### config.mk
export PLATFORM = sky130hd
export DESIGN_NAME = wb_regfile
export DESIGN_NICKNAME = d
export VERILOG_FILES = /design/src/rtl/arm_pkg.sv /design/src/rtl/regfile_row.sv /design/src/rtl/wb_regfile.sv
export SDC_FILE = /design/constraint.sdc
export NUM_CORES = 2
export LEC_CHECK = 0
export BUFFER_PORTS_ARGS = -buffer_cell sky130_fd_sc_hd__buf_4
export CORE_ASPECT_RATIO = 0.8
export CORE_MARGIN = 5
export CORE_UTILIZATION = 60
export CTS_CLUSTER_DIAMETER = 80
export DETAILED_ROUTE_END_ITERATION = 10
export PLACE_DENSITY = 0.74
export SLEW_MARGIN = 30
export SYNTH_ARGS = -nofsm -noshare
export SYNTH_HDL_FRONTEND = slang
export SYNTH_SLANG_ARGS = --single-unit
### constraint.sdc
create_clock -name clk -period 2 [get_ports clk]
set_input_delay 0.1 -clock clk [delete_from_list [all_inputs] [get_ports clk]]
set_output_delay 0.1 -clock clk [all_outputs]
set_load 0.01 [all_outputs]
### src/rtl/arm_pkg.sv
// Shared widths and types for the ARM pipeline datapath.
package arm_pkg;
  localparam int DATA_W   = 64;
  localparam int ADDR_W   = 5;
  localparam int NUM_REGS = 32;
  localparam logic [ADDR_W-1:0] ZERO_REG = 5'd31;

  typedef logic [DATA_W-1:0] word_t;
  typedef logic [ADDR_W-1:0] reg_addr_t;
endpackage

### src/rtl/regfile_row.sv
// One architectural register: synchronous clear, write-enabled load.
module regfile_row
  import arm_pkg::*;
(
  input  logic  clk,
  input  logic  reset,
  input  logic  i_we,
  input  word_t i_d,
  output word_t o_q
);
  word_t r_q;

  // Reset has priority so a write in the reset cycle is dropped.
  always_ff @(posedge clk) begin
    if (reset)     r_q <= '0;
    else if (i_we) r_q <= i_d;
  end

  assign o_q = r_q;
endmodule

### src/rtl/wb_regfile.sv
// Write-back select plus 32x64 register file with two bypassed read ports; X31 reads zero.
module wb_regfile
  import arm_pkg::*;
(
  input  logic      clk,
  input  logic      reset,
  input  logic      RegWrite_WB,
  input  logic      MemToReg_WB,
  input  word_t     dataFromMem_WB,
  input  word_t     ALUResult_WB,
  input  reg_addr_t Rd_WB,
  input  reg_addr_t ReadReg1,
  input  reg_addr_t ReadReg2,
  output word_t     ReadData1,
  output word_t     ReadData2,
  output word_t     WriteData_WB
);
  word_t                 w_wdata;
  logic [NUM_REGS-1:0]   w_we;
  logic                  w_wr_live;
  word_t                 w_rows [NUM_REGS];

  assign w_wdata      = MemToReg_WB ? dataFromMem_WB : ALUResult_WB;
  assign WriteData_WB = w_wdata;
  assign w_wr_live    = RegWrite_WB && (Rd_WB != ZERO_REG);

  // X31 gets a constant-zero slot instead of storage so read muxes stay uniform.
  for (genvar i = 0; i < NUM_REGS; i++) begin : g_row
    assign w_we[i] = w_wr_live && (Rd_WB == reg_addr_t'(i));
    if (i == int'(ZERO_REG)) begin : g_zero
      assign w_rows[i] = '0;
    end else begin : g_reg
      regfile_row u_row (
        .clk   (clk),
        .reset (reset),
        .i_we  (w_we[i]),
        .i_d   (w_wdata),
        .o_q   (w_rows[i])
      );
    end
  end

  // Bypass ignores reset: decode sees the in-flight value even if the edge discards it.
  function automatic word_t rd_port(input reg_addr_t addr, input word_t stored);
    if (addr == ZERO_REG)                    return '0;
    else if (w_wr_live && (Rd_WB == addr))   return w_wdata;
    else                                     return stored;
  endfunction

  assign ReadData1 = rd_port(ReadReg1, w_rows[ReadReg1]);
  assign ReadData2 = rd_port(ReadReg2, w_rows[ReadReg2]);
endmodule

==> key figures <==
Layout
  • Finished Core Util: between 70% and 80%
  • Final instance area: 123000 µm²
  • NumNets Final: 11400
  • Max reg flops: between 1500 and 2000
  • Share of layout cells above drive strength 1: 21.1%
  • Syn-to-layout area delta: 19.8%
  • Layout fillers: 11900

Timing
  • Final hold violation count: 0
  • Worst hold margin: 0.0399 ns
  • Period utilization: 127%
  • # setup viols final: between 100 and 150
  • Least-Margin Pin Slew: 0.764 ns
  • Slew HR: around 50%
  • Clock skew: 0 ns
  • Slew Viols, Final: 0
  • Fin Setup TNS: -48.22 ns
  • Fmax: 393 MHz
  • Final min period: approximately 2.5 ns
  • Setup ws final: -0.547 ns
  • RSZ-0062 raised after global routing: yes

Clocking
  • Clk_lat worst skew: ~0.83 ns
  • Sink Count: 1984
  • Number of CTS-inserted buffers: 192
  • Htree depth: 4
  • Root Buffer: clkbuf_16
  • CTS tree: done
  • Clock tree buffer depth: 3
  • Clock slew at reported path FFs: 0.07 ns

GRT
  • Initial antenna violation count: 12
  • First-pass GRT wire length: 558 mm
  • Largest net degree at the start of global routing: 126
  • Grt total ovfl: 0
  • Number of global-route vias before repair: between 90000 and 100k
  • Total track usage: between 30 and 40%

Logic synthesis
  • Syn Area/Cell: 9.19 µm²
  • Syn_nets: 11300
  • Number of synthesized register bits: 1984
  • Cell taking the most area after synthesis: dfxtp_1
  • Cell Area, Synth: 102000 µm²
  • YS warnings: 0
  • Top cell type's share of synthesized area: 38.8%
  • Cell variety after synth: 32
  • Sequential-to-total area share from yosys stat: between 30% and 40%
  • Area contributors post-synth: dfxtp_1 (39%), mux2i_1 (18%), a211oi_1 (15%)
  • Mapped Cells: 11100

Die
  • DIE HEIGHT: approximately 380 µm
  • Core area: 169000 µm²
  • Initial Util: 60.4%
  • I/O Pins: 339
  • Rows: 135
  • Die ar.: 179000 µm²
  • DIE WIDTH: approximately 470 µm

Power and ir drop
  • Sequential power share: between 40% and 50%
  • Comb pwr share: 14.8%
  • Switching Share: between 20% and 30%
  • Sw Pwr: between 20000 and 25000 µW
  • P per Cell Area: 758 nW/µm²
  • Peak supply drop: 0.921 mV
  • Leak pwr: ~0.044 µW
  • Pint: 68000 µW
  • Clock share of power: 41.6%

Placement
  • PortBufs: 338
  • Gpl congestion: just over 0.9
  • DP Worst Slack: -0.321 ns
  • HPWL Detailed: around 230 mm
  • Post-placement cell area: 113000 µm²

Setup path
  • Reg2reg path depth: 3
  • Critical-path cell list: mux2i_1 > a22oi_1 > a21oi_1 > nor3_2 > buf_4 > a22o_1 > buf_4
  • Reg2reg start: g_row[0].g_reg.u_row.o_q[57]
  • Critical path class: reg2out
  • Most frequent CP cell: buf_4
  • Largest fanout on the critical path: 3
  • Crit path launch: g_row[13].g_reg.u_row.o_q[16]
  • Data arrival, critical path: roughly 2.5 ns
  • Slowest cell on crit path: nor3_2
  • Worst Setup Start Kind: register
  • CP required: ~1.9 ns
  • Setup crit end kind: output pin
  • CP peak stage delay: ~0.4 ns

Routing
  • Top Layer Used: met5
  • DR WL/cell: 27.2 µm
  • Initial DRT Pass Iterations: 8
  • M1 WL: approximately 140 mm
  • Met2 wire length: 163 mm
  • Met3 WL: 43.7 mm
  • Drc violations: 0
  • Drt via density: between 6 and 7
  • Routed Antenna Nets: 0
  • Drt initial violations: 12500
  • Final wirelength: 372 mm
  • DR vias: about 95000

Run
  • Max capacitance violation total: 0

Min path
  • Worst hold start: Rd_WB[4]
  • Hold Crit Class: in2reg
  • Worst Hold Path Cells: 7

Status
  • Failing checks: negative setup slack
  • Status: complete, but fails checks
[layout by cell type, fill, tap and decap left out, types with 5 or more instances in the layout]
| cell type | Yosys | final |
|---|---|---|
| a22oi_1 | 768 | 722 |
| buf_12 | 0 | 352 |
| a22oi_2 | 0 | 46 |
| a22o_1 | 128 | 113 |
| nor2_1 | 2019 | 1986 |
| nor3_1 | 128 | 41 |
| nor2b_4 | 0 | 6 |
| nand3_1 | 5 | 5 |
| a211oi_1 | 1984 | 1984 |
| a21oi_2 | 0 | 61 |
| xnor2_1 | 6 | 6 |
| mux4_2 | 128 | 128 |
| a21oi_1 | 384 | 323 |
| nor2_4 | 0 | 33 |
| dfxtp_1 | 1984 | 1577 |
| clkinvlp_4 | 0 | 6 |
| mux2i_1 | 1856 | 1766 |
| a22o_4 | 0 | 10 |
| mux2i_4 | 0 | 18 |
| a22o_2 | 0 | 5 |
| bufinv_16 | 0 | 19 |
| buf_6 | 104 | 99 |
| diode_2 | 0 | 7 |
| clkbuf_1 | 724 | 35 |
| o2bb2ai_1 | 128 | 128 |
| clkbuf_8 | 0 | 54 |
| a31oi_1 | 128 | 124 |
| clkbuf_16 | 0 | 195 |
| dlygate4sd3_1 | 0 | 128 |
| inv_6 | 0 | 5 |
| nor3_2 | 0 | 79 |
| dfxtp_2 | 0 | 407 |
| buf_4 | 63 | 757 |
| nor3_4 | 0 | 8 |
| mux2i_2 | 0 | 72 |
| clkinv_2 | 0 | 35 |
| inv_1 | 64 | 64 |
[synth_stat cells, drive strengths merged]
| cell type | n |
|---|---|
| nor2b | 9 |
| nor4 | 2 |
| nor3 | 128 |
| xor2 | 4 |
| nor2 | 2019 |
| inv | 64 |
| nand3 | 5 |
| mux4 | 128 |
| clkbuf | 731 |
| dfxtp | 1984 |
| a22oi | 768 |
| a211oi | 1984 |
| mux2i | 1856 |
| and2 | 2 |
| nand4 | 3 |
| a31oi | 128 |
| xnor2 | 6 |
| a22o | 128 |
| o2bb2ai | 128 |
| buf | 655 |
| nand2 | 4 |
| a21oi | 384 |
| nand2b | 6 |
| or2 | 3 |
[logic make-up after synthesis]
kind of cell              synth area share, %
AOI/OAI and AO/OA                        25.0
xor gates and xnor gates               0.0856
buffers and inverters                    6.85
DFF                                      38.8
muxes                                    21.0
and+or+nand+nor                          8.23
[power by group through the flow]
stage,Sequential [µW],Combinational (µW),Clock (µW)
after global placement,41300,12300,0
after floorplan,41200,7250,0
after global routing,40500,14200,40400
after CTS,40400,13100,38600
final,40400,13800,38700
after detailed placement,41300,12500,0
[stage by stage]
stage,std cells,total power (µW)
after floorplan,11100,48400
final,13700,92900
after global routing,13700,95100
after global placement,13200,53600
after detailed placement,13200,53800
after CTS,13700,92100
[routing by layer]
metal,vias to the layer above,track usage (%)
li1,42000,-
met1,45700,51.7
met2,6341,60.9
met3,1412,9.12
met4,2,21.4
met5,-,0
[final timing paths]
kind                              endpoint  slack, ns
max                          ReadData2[16]      -0.55
min          g_row[24].g_reg.u_row.o_q[63]       0.04
max reg2reg   g_row[0].g_reg.u_row.o_q[57]       0.74
min reg2reg   g_row[30].g_reg.u_row.o_q[4]       0.50
[repair_timing]
action | in CTS | in global routing
hold endpoints to repair | 1936 | 0
hold buffers | 128 | 0
pin swaps | 272 | 300
endpoints found under the setup margin | 128 | 129
gates resized for setup | 356 | 400
cloned | 0 | 0
buffers inserted | 3 | 6
[area by class of cell]
class | instances | area [µm²] | share of cell area (%)
antenna | 7 | 17.5 | 0.0143
clock inverter | 68 | 875 | 0.713
tap | 2260 | 2830 | 2.31
clock buffer | 284 | 5750 | 4.69
sequential | 1984 | 40200 | 32.8
inverter | 64 | 240 | 0.196
multi-input combinational | 7695 | 57500 | 46.9
timing repair buffer | 1337 | 15200 | 12.4
[worst max-delay path, delay by kind of cell (launching register included)]
kind / cells / cell delay, ns
compound gates: 3 / 0.48
simple gates: 1 / 0.40
flops: 1 / 0.34
buf+inv: 2 / 0.31
mux: 1 / 0.07
Power figures use the tool's default switching activity.
